--- src/rtl/nmr_acq_echo_sequencer.sv ---
// CPMG echo-train acquisition scheduler: after START and an initial delay it emits
// ECHO_NUM windows on ACQ_WND/ACQ_EN. Optional ABORT input under `NMR_SEQ_ABORT_EN`.
module nmr_acq_echo_sequencer #(
  parameter int unsigned CNT_WIDTH  = 32,
  parameter int unsigned ECHO_WIDTH = 16
) (
  input  logic                  ADC_CLK,
  input  logic                  RESET_N,
  input  logic                  START,
  input  logic [CNT_WIDTH-1:0]  INIT_DLY,
  input  logic [CNT_WIDTH-1:0]  ECHO_PERIOD,
  input  logic [CNT_WIDTH-1:0]  ACQ_LEN,
  input  logic [ECHO_WIDTH-1:0] ECHO_NUM,
  output logic                  ACQ_WND,
  output logic                  ACQ_EN,
  output logic                  BUSY,
  output logic                  DONE,
  output logic [ECHO_WIDTH-1:0] ECHO_CNT
`ifdef NMR_SEQ_ABORT_EN
  ,
  input  logic                  ABORT
`endif
);

  typedef enum logic [4:0] {
    IDLE = 5'b00001,
    INIT = 5'b00010,
    WND  = 5'b00100,
    GAP  = 5'b01000,
    FIN  = 5'b10000
  } state_t;

  state_t                state;
  logic [CNT_WIDTH-1:0]  cnt;
  logic [CNT_WIDTH-1:0]  period_q;
  logic [CNT_WIDTH-1:0]  len_q;
  logic [ECHO_WIDTH-1:0] num_q;

  logic [CNT_WIDTH-1:0]  lw_c;
  logic [CNT_WIDTH-1:0]  gap_c;
  logic                  last_c;

  // Window length floored at 1; gap length is the clamped remainder of the period.
  always_comb begin
    lw_c   = (len_q == '0) ? CNT_WIDTH'(1) : len_q;
    gap_c  = (period_q > lw_c) ? (period_q - lw_c) : CNT_WIDTH'(1);
    last_c = ((ECHO_CNT + ECHO_WIDTH'(1)) == num_q);
  end

  always_ff @(posedge ADC_CLK or negedge RESET_N) begin
    if (!RESET_N) begin
      state    <= IDLE;
      cnt      <= '0;
      period_q <= '0;
      len_q    <= '0;
      num_q    <= '0;
      ACQ_WND  <= 1'b0;
      ACQ_EN   <= 1'b0;
      BUSY     <= 1'b0;
      DONE     <= 1'b0;
      ECHO_CNT <= '0;
    end
`ifdef NMR_SEQ_ABORT_EN
    else if (ABORT && (state != IDLE)) begin
      state   <= IDLE;
      cnt     <= '0;
      ACQ_WND <= 1'b0;
      ACQ_EN  <= 1'b0;
      BUSY    <= 1'b0;
      DONE    <= 1'b1;
    end
`endif
    else begin
      case (state)
        IDLE: begin
          DONE <= 1'b0;
          if (START) begin
            // The init delay goes straight into the counter; the rest is shadowed.
            cnt      <= INIT_DLY;
            period_q <= ECHO_PERIOD;
            len_q    <= ACQ_LEN;
            num_q    <= ECHO_NUM;
            ECHO_CNT <= '0;
            BUSY     <= 1'b1;
            state    <= INIT;
          end
        end

        INIT: begin
          if (cnt == '0) begin
            if (num_q == '0) begin
              DONE  <= 1'b1;
              BUSY  <= 1'b0;
              state <= FIN;
            end else begin
              ACQ_WND <= 1'b1;
              ACQ_EN  <= 1'b1;
              cnt     <= lw_c - CNT_WIDTH'(1);
              state   <= WND;
            end
          end else begin
            cnt <= cnt - CNT_WIDTH'(1);
          end
        end

        WND: begin
          if (cnt == '0) begin
            ACQ_WND  <= 1'b0;
            ACQ_EN   <= 1'b0;
            ECHO_CNT <= ECHO_CNT + ECHO_WIDTH'(1);
            if (last_c) begin
              state <= FIN;
            end else begin
              cnt   <= gap_c - CNT_WIDTH'(1);
              state <= GAP;
            end
          end else begin
            cnt <= cnt - CNT_WIDTH'(1);
          end
        end

        GAP: begin
          if (cnt == '0) begin
            ACQ_WND <= 1'b1;
            ACQ_EN  <= 1'b1;
            cnt     <= lw_c - CNT_WIDTH'(1);
            state   <= WND;
          end else begin
            cnt <= cnt - CNT_WIDTH'(1);
          end
        end

        FIN: begin
          // After a window train FIN first idles one cycle, then pulses DONE.
          if (!DONE) begin
            DONE <= 1'b1;
            BUSY <= 1'b0;
          end else begin
            DONE  <= 1'b0;
            state <= IDLE;
          end
        end

        default: begin
          ACQ_WND <= 1'b0;
          ACQ_EN  <= 1'b0;
          BUSY    <= 1'b0;
          DONE    <= 1'b0;
          cnt     <= '0;
          state   <= IDLE;
        end
      endcase
    end
  end

endmodule

--- config.mk ---
export PLATFORM = sky130hd
export DESIGN_NAME = nmr_acq_echo_sequencer
export DESIGN_NICKNAME = d
export VERILOG_FILES = /design/src/rtl/nmr_acq_echo_sequencer.sv
export SDC_FILE = /design/constraint.sdc
export NUM_CORES = 1
export LEC_CHECK = 0
export CAP_MARGIN = 20
export CORE_ASPECT_RATIO = 0.8
export CORE_MARGIN = 4
export CORE_UTILIZATION = 45
export CTS_BUF_LIST = sky130_fd_sc_hd__clkbuf_2 sky130_fd_sc_hd__clkbuf_4 sky130_fd_sc_hd__clkbuf_8
export DETAILED_ROUTE_END_ITERATION = 8
export GPL_ROUTABILITY_DRIVEN = 0
export PLACE_DENSITY = 0.74
export SLEW_MARGIN = 5
export SYNTH_ARGS = -nofsm -noshare
export SYNTH_HDL_FRONTEND = slang
export SYNTH_SLANG_ARGS = --single-unit
--- constraint.sdc ---
create_clock -name ADC_CLK -period 14.6 [get_ports ADC_CLK]
set_clock_uncertainty 0.2 [all_clocks]
set_input_delay 2.92 -clock ADC_CLK [delete_from_list [all_inputs] [get_ports ADC_CLK]]
set_output_delay 2.92 -clock ADC_CLK [all_outputs]
set_load 0.03 [all_outputs]
After elaboration in Yosys (flattened, before gate mapping)
Index checks and enable logic that the tools add are counted.

storage, ports and cells
  bits in registers = 136
  bits in latches = 0
  RAM bits = 0
  bits in read-only memories = 0
  output and inout port bits = 20
  memories kept = 0

cells by class
  $add $sub $neg = 5
  multiply operators = 0
  divide/modulo/power cells = 0
  magnitude comparators = 1
  eq/ne operators = 16
  shift operators = 0
  mux-type cells = 34
  bitwise operators = 3
  reductions and logical operators = 13

operators with widths
  kind                                                                   number
  32-bit 2-to-1 mux                                                      8
  32-bit one-hot mux with 5 select lines                                 1
  32-bit by 1-bit subtractor with 32-bit output (second input constant)  3
  32-bit zero test                                                       2
  5-bit 2-to-1 mux                                                       7
  32-bit > comparator                                                    1
  16-bit 2-to-1 mux                                                      2
  16-bit one-hot mux with 2 select lines                                 1
  32-bit subtractor                                                      1
  5-bit one-hot mux with 5 select lines                                  1
  16-bit by 1-bit adder with 16-bit output (second input constant)       1
  16-bit == test                                                         1
  16-bit zero test                                                       1
  2-bit inequality test (second input constant)                          8
  5-bit AND reduction                                                    3
  1-bit 2-to-1 mux                                                       11
  1-bit one-hot mux with 4 select lines                                  2
  3-bit inequality test (second input constant)                          2
  3-bit AND reduction                                                    2
  5-bit by 1-bit == test with 1-bit output (second input constant)       1
  5-bit by 2-bit == test with 1-bit output (second input constant)       1
  5-bit by 3-bit == test with 1-bit output (second input constant)       1
  5-bit by 4-bit == test with 1-bit output (second input constant)       1
  5-bit == test (second input constant)                                  1
  other kinds (6)                                                        9

Logic depth before layout (Yosys ltp)
Gate-level depths: netlist of the first run.

  depth after elaboration = 8
  mapped depth = 28
  gate-level depth less buffers = 25

Worst setup path before layout of the first run
OpenSTA, ideal clock, no wires.

  path type = register -> register
  from = reg len_q[5]
  to = reg cnt[18]
  arrival time = 6,344 ps
  slack = 7,974 ps
  stages on the path, launching flop included = 29
  period minus slack after synthesis = 6,626 ps
  cells stage by stage = dfrtp_1 > or4_1 > or4_1 > buf_2 > nor4_1 > nor4b_2 > nor2_1 > inv_1 > ha_1 > inv_1 > fa_1 > nand3_1 > a21oi_1 > o21ai_0 > nand2_1 > a211oi_1 > nor2_1 > clkbuf_1 > nand2_1 > ha_1 > clkbuf_1 > nand2_1 > a21oi_1 > nand4_2 > or3_1 > or3_1 > a311oi_1 > o21ai_1 > a31oi_1

between the ends
  longest elaborated chain between the ends = 8
  elaborated cells on any way between the ends = 13
  those cells by class = add/sub: 3; order compare: 1; mux: 8; reduce/logical: 1

ends and longest elaborated chain
  element                                                   RTL line  source
  start: declaration                                        36        logic [CNT_WIDTH-1:0] len_q;
  start signal: assignment                                  55        len_q <= '0;
  start signal: assignment                                  81        len_q <= ACQ_LEN;
  32-bit zero test                                          45        lw_c = (len_q == '0) ? CNT_WIDTH'(1) : len_q;
  32-bit 2-to-1 mux (*)                                     45
  32-bit subtractor or 32-bit > comparator (tied branches)  46        gap_c = (period_q > lw_c) ? (period_q - lw_c) : CNT_WIDTH'(1);
  32-bit 2-to-1 mux                                         46
  32-bit by 1-bit subtractor with 32-bit output             114       cnt <= gap_c - CNT_WIDTH'(1);
  32-bit 2-to-1 mux                                         111       if (last_c) begin
  32-bit 2-to-1 mux                                         107       if (cnt == '0) begin
  32-bit one-hot mux with 5 select lines (*)                74        case (state)
  end signal: assignment                                    114
  end signal: assignment                                    118       cnt <= cnt - CNT_WIDTH'(1);
  end signal: assignment                                    126       cnt <= lw_c - CNT_WIDTH'(1);
  end: declaration                                          34        logic [CNT_WIDTH-1:0] cnt;

Every way passes the cells marked *; elsewhere a longest branch is shown, timed or not. The select of a mux whose other input is x is not followed.
A chain may end at the register's enable or synchronous reset.

Worst setup path after layout of the first run
  from = reg len_q[5]
  to = reg cnt[28]

Same word-level chain as after synthesis.

==> impl_metrics.py, run 1 <==
metrics = {
    "routing": {
        "drt_pass1_iterations": 6,
        "drc_errors": 0,
        "drtIter0Drc": 1595,
        "via_per_inst": 6.34,
        "routed_wire_length_per_instance_um": 20.1,
        "route.vias.total": 11200,
        "drt.antenna.violating_nets": 0,
        "postRouteWirelength_mm": 35.5,
    },
    "global_routing": {
        "grt_start_max_net_pins": 82,
        "grt_first_pass_wirelength_mm": 56.0,
        "grt_pass1_vias": 10200,
        "grt_usage_pct": 25.3,
        "grt_overflow": 0,
        "number_of_antenna_violations_at_the_first_check_in_global_routing": 0,
    },
    "final_layout": {
        "final.fill_count": 2264,
        "number_of_nets_in_the_final_layout": 1587,
        "post-route-cell-area_um2": 13200,
        "layout-area-overhead-vs-synth_pct": 16.8,
        "layout.cells.most_common": "sky130_fd_sc_hd__dfrtp_1",
        "post_route_cells_drive_above_1_share_pct": 12.2,
        "n_antenna_cell": 0,
        "layout.cells.most_common_list": "sky130_fd_sc_hd__dfrtp_1, sky130_fd_sc_hd__clkdlybuf4s50_1, sky130_fd_sc_hd__nor2_1",
        "layoutNonFillerInstCount": 1764,
    },
    "logic_synthesis": {
        "postSynthNetCount": 1498,
        "postSynth.asyncResetShare_pct": 100,
        "synth.yosys.seq_area_share_pct": 30.1,
        "largest_cells_by_area_after_synthesis": "sky130_fd_sc_hd__dfrtp_1, sky130_fd_sc_hd__mux2_2, sky130_fd_sc_hd__xnor2_1",
        "avgSynthCellArea_um2": 8.40,
        "netlist_instances": 1345,
        "synthDominantCellAreaShare_pct": 29.9,
        "ys_ff_latch": 136,
        "library_cells_used_by_synthesis": 89,
        "synth_top_area_cell": "sky130_fd_sc_hd__dfrtp_1",
        "synth_enable_flop_cells": 0,
        "synth_warnings": 0,
        "ys_dominant_reg_cell": "sky130_fd_sc_hd__dfrtp_1",
        "syn_area_um2": 11300,
    },
    "placed_design": {
        "placement.cell_area_um2": 12800,
        "dp_cells": 1731,
        "place_hpwl_mm": 26.9,
        "buffer_ports.inserted": 134,
    },
    "cts": {
        "clk_latency_ns": 0.47,
        "cts_max_level": 4,
        "cts_max_path_buffers": 2,
        "cts_resized": 0,
        "cts_made_buffers": 17,
        "clock_sink_count": 136,
        "clock_tree.root_cell": "sky130_fd_sc_hd__clkbuf_8",
        "worst_setup_hold_path_clk_slew_ns": 0.08,
        "cts_tree": "yes",
        "post_cts_hold_buffer_count": 0,
        "postCtsSetupRepairBufs": 0,
    },
    "critical_path": {
        "critical_path_peak_fanout": 25,
        "timing.critical_path.arrival_ns": 7.79,
        "timing.critical_path.slowest_stage_cell": "sky130_fd_sc_hd__or4_1",
        "rr_worst_depth": 26,
        "timing.rr.end": "cnt[28]",
        "critPathLaunchType": "flop",
        "worstReg2RegStart": "len_q[5]",
        "crit_path_max_incr_delay_ns": 0.59,
        "reg2reg_setup_slack_ns": 6.92,
        "timing_worst_setup_path_type": "reg -> reg",
        "cp.required_ns": 14.72,
        "timing.critical_path.to_type": "flop",
        "path_common_cell": "sky130_fd_sc_hd__nand2_1",
    },
    "run_status": {
        "status": "finished clean",
    },
    "timing": {
        "timing_max_transition_violations_final": 0,
        "final_period_utilization_pct": 52.6,
        "slew_headroom_pct": 28.2,
        "layout_min_cycle_time_ns": 7.68,
        "max_freq_mhz": 130,
        "least_margin_pin_slew_ns": 1.07,
        "rsz0062_at_grt": "no",
        "setup_violations": 0,
        "setup_tns_ns": 0,
        "timing.final.hold_violations": 0,
        "fin_worst_hold_slack_ns": 0.315,
    },
    "min_path": {
        "hold_path_depth": 1,
        "hp-class": "reg -> reg",
        "holdCritStartpoint": "period_q[0]",
        "hold_path_end": "period_q[0]",
    },
    "floorplan": {
        "core-area_um2": 24500,
        "fp.dieW_um": 185,
        "ioPinCount": 135,
        "fp.dieH_um": 150,
        "die-area_um2": 27700,
        "num_rows": 51,
        "initial_core_util_pct": 46.1,
    },
    "power_and_ir_drop": {
        "power.density_cell_area_nw_per_um2": 266,
        "power.ir.vdd_worst_uv": 128,
        "power.total_mw": 3.50,
        "total_leakage_power_nw": 5.10,
    },
    "run": {
        "drv_cap": 0,
    },
}
[area by class of cell]
type	count	area (um2)	area share [%]
flip-flops and latches	136	3400	25.8
well taps	318	398	3.02
clock buffers	22	278	2.11
repair buffers	147	1460	11.0
clock inverters	9	77.6	0.588
multi-input cells	1083	7390	56.0
inverters	49	184	1.39
[power breakdown]
group          switching, mW  internal, mW  leakage, nW
Clock                  0.155         0.144        0.194
Sequential             0.175         0.538         1.67
Combinational           1.55         0.938         3.24
[metal layers]
metal	GRT usage (%)	share of wire, %	vias up
li1	-	-	5183
met1	38.8	46	5375
met2	36.0	42	566
met3	5.93	11	60
met4	6.02	1.6	0
met5	0	0	-
[logic make-up after synthesis]
logic type / share of synthesized area [%]
buf+inv: 4.59
flops: 30.1
mux: 9.08
simple gates: 21.4
compound gates: 23.2
xor+xnor: 7.37
fa+ha+maj: 4.28
[state kept, by name, indices dropped and copies added, names as in the netlist]
signal    cells
BUSY          1
num_q        16
cnt          32
ACQ_EN        1
ECHO_CNT     16
period_q     32
state         5
len_q        32
DONE          1
[worst max path at each step]
stage	start	endpoint	slack, ns	cells after the start
2_1_floorplan	len_q[5]	cnt[18]	7.97	28
3_3_place_gp	len_q[5]	cnt[30]	7.54	26
3_5_place_dp	len_q[5]	cnt[28]	7.12	26
4_1_cts	len_q[5]	cnt[28]	7.09	26
5_1_grt	len_q[5]	cnt[28]	6.33	26
6_report	len_q[5]	cnt[28]	6.92	26
[cell usage after synthesis, drive strengths merged (7+ instances only)]
cell type,number
a2111oi,7
a211oi,12
a21boi,7
a21o,13
a21oi,96
a22oi,7
a31oi,39
and2,7
and3,11
buf,34
clkbuf,43
dfrtp,135
ha,37
inv,49
mux2,84
mux2i,8
nand2,111
nand2b,9
nand3,44
nand3b,9
nand4,37
nor2,112
nor2b,8
nor3,41
nor4,24
o211ai,12
o21ai,92
o22ai,14
o31ai,16
or2,9
or3,26
or4,9
xnor2,65
xor2,30
[stage by stage]
stage	util [%]	setup slack, ns
floorplan	-	7.97
global placement	52.3	7.54
detailed placement	52.3	7.12
CTS	53.7	7.09
global route	53.8	6.33
finish	53.8	6.92
[worst max-delay path, delay by kind of cell, from the launching register on]
| kind | cells | cell delay (ns) |
|---|---|---|
| buf+inv | 3 | 0.38 |
| fa+ha+maj | 3 | 0.98 |
| compound gates | 7 | 1.86 |
| flops | 1 | 0.40 |
| simple gates | 13 | 3.67 |
Note: power is estimated with default switching activity, not from simulation.
==> run 2, diff against run 1 <==
Settings changed: PLACE_DENSITY 0.74 to 0.76.
Clock period 14.6 ns to 6.7 ns, I/O delays scaled along.
==> run 2 against run 1 <==
Against the previous run:
- power is 120% higher
- worst setup slack got worse by 6.5 ns
- highest routed layer is now met5
- core utilization grew 0.58 points
- first-iteration DRC count shrank 5.1%
- die area unchanged
==> impl_metrics.py, run 2 (synthesis results as in run 1) <==
metrics = {
    "run_status": {
        "status": "finished clean",
    },
    "timing": {
        "layout_min_cycle_time_ns": 6.28,
        "timing.final.hold_violations": 0,
        "least_margin_pin_slew_ns": 1.12,
        "timing_max_transition_violations_final": 0,
        "setup_tns_ns": 0,
        "rsz0062_at_grt": "no",
        "final_period_utilization_pct": 93.8,
        "slew_headroom_pct": 25.5,
        "max_freq_mhz": 159,
        "setup_violations": 0,
    },
    "min_path": {
        "hp-class": "reg -> reg",
    },
    "routing": {
        "drc_errors": 0,
        "drt_pass1_iterations": 7,
        "postRouteWirelength_mm": 35.5,
        "drtIter0Drc": 1513,
        "route.vias.total": 11300,
        "via_per_inst": 6.38,
        "drt.antenna.violating_nets": 0,
        "routed_wire_length_per_instance_um": 20.0,
    },
    "placed_design": {
        "placement.cell_area_um2": 12900,
        "buffer_ports.inserted": 134,
        "dp_cells": 1740,
        "place_hpwl_mm": 26.6,
    },
    "floorplan": {
        "core-area_um2": 24500,
        "fp.dieW_um": 185,
        "die-area_um2": 27700,
        "fp.dieH_um": 150,
        "initial_core_util_pct": 46.1,
        "ioPinCount": 135,
        "num_rows": 51,
    },
    "critical_path": {
        "critical_path_peak_fanout": 7,
        "timing_worst_setup_path_type": "reg -> reg",
        "cp.buffers_inverters": 4,
        "cp_top_family": "simple AND/OR/NAND/NOR gates",
        "path_common_cell": "sky130_fd_sc_hd__nand2_1",
        "timing.critical_path.arrival_ns": 6.47,
        "cp.required_ns": 6.89,
        "timing.critical_path.slowest_stage_cell": "sky130_fd_sc_hd__or4_1",
        "critPathLaunchType": "flop",
        "crit_path_max_incr_delay_ns": 0.59,
        "timing.critical_path.to_type": "flop",
    },
    "cts": {
        "cts_tree": "yes",
        "clk_latency_ns": 0.48,
        "worst_setup_hold_path_clk_slew_ns": 0.09,
        "cts_max_level": 4,
        "clock_tree.root_cell": "sky130_fd_sc_hd__clkbuf_8",
        "post_cts_hold_buffer_count": 0,
        "cts_max_path_buffers": 2,
        "cts_made_buffers": 17,
        "clock_sink_count": 136,
    },
    "power_and_ir_drop": {
        "power.density_cell_area_nw_per_um2": 587,
        "total_leakage_power_nw": 5.17,
        "power.total_mw": 7.83,
        "power.ir.vdd_worst_uv": 321,
    },
    "final_layout": {
        "post-route-cell-area_um2": 13300,
        "top_regs": "cnt (32), len_q (32), period_q (32)",
        "layout.cells.most_common": "sky130_fd_sc_hd__dfrtp_1",
        "post_route_cells_drive_above_1_share_pct": 12.9,
        "final.fill_count": 2280,
        "layout.cells.most_common_list": "sky130_fd_sc_hd__dfrtp_1, sky130_fd_sc_hd__clkdlybuf4s50_1, sky130_fd_sc_hd__nor2_1",
        "final_core_utilization_pct": 54.4,
        "n_antenna_cell": 0,
        "layoutNonFillerInstCount": 1773,
        "layout-area-overhead-vs-synth_pct": 18.0,
        "number_of_nets_in_the_final_layout": 1595,
    },
    "global_routing": {
        "grt_usage_pct": 25.0,
        "number_of_antenna_violations_at_the_first_check_in_global_routing": 1,
        "grt_pass1_vias": 10100,
        "grt_first_pass_wirelength_mm": 55.5,
        "grt_start_max_net_pins": 82,
        "grt_overflow": 0,
    },
    "run": {
        "drv_cap": 0,
    },
}
==> run 2: changes by cell type in the layout (fill, tap and decap cells not counted), sizes merged <==
cell,before,now
clkinvlp,0,2
clkbuf,23,22
bufinv,1,3
inv,49,50
clkinv,8,4
buf,13,22
==> run 2: timing repair <==
action,in CTS,in global routing
resized for setup,0,5
endpoints found under the setup margin,0,6
setup buffers,0,1
endpoints found under the hold margin,0,0
==> run 2: power by group <==
group / switching [mW] / internal (mW) / leakage, nW
logic: 3.42 / 2.08 / 3.28
clock network: 0.358 / 0.413 / 0.219
registers: 0.390 / 1.17 / 1.67
==> run 2: final timing paths <==
| kind | from | to | slack, ns | depth (start not counted) |
|---|---|---|---|---|
| min in group asynchronous | RESET_N | state[2] | 0.65 | 1 |
| worst max-delay path | len_q[5] | cnt[30] | 0.42 | 27 |
| worst max register to register | len_q[5] | cnt[30] | 0.42 | 27 |
| max in group asynchronous | RESET_N | cnt[24] | 4.27 | 2 |
| worst min-delay path | period_q[0] | period_q[0] | 0.31 | 1 |
| worst min register to register | period_q[0] | period_q[0] | 0.31 | 1 |
==> run 2: final cells by class <==
cell class | count | area, um2 | share of cell area [%]
repair buffers | 155 | 1500 | 11.2
flip-flops and latches | 136 | 3400 | 25.5
inverters | 49 | 184 | 1.38
clock buffers | 22 | 297 | 2.22
clock inverters | 10 | 141 | 1.06
multi-input cells | 1083 | 7410 | 55.6
well taps | 318 | 398 | 2.98
==> run 2: per-stage QoR <==
step	worst slack, ns	hold slack, ns
after global routing	0.0107	0.327
after global placement	0.629	0.292
after CTS	0.255	0.317
final	0.416	0.315
after detailed placement	0.291	0.300
after floorplan	0.0737	0.279
==> run 2: routing by layer <==
| layer | global-route usage, % | vias to the layer above | wire, um |
|---|---|---|---|
| li1 | - | 5200 | - |
| met1 | 38.5 | 5412 | 16200 |
| met2 | 35.6 | 619 | 14700 |
| met3 | 5.54 | 79 | 3790 |
| met4 | 5.61 | 2 | 783 |
| met5 | 0 | - | 20 |
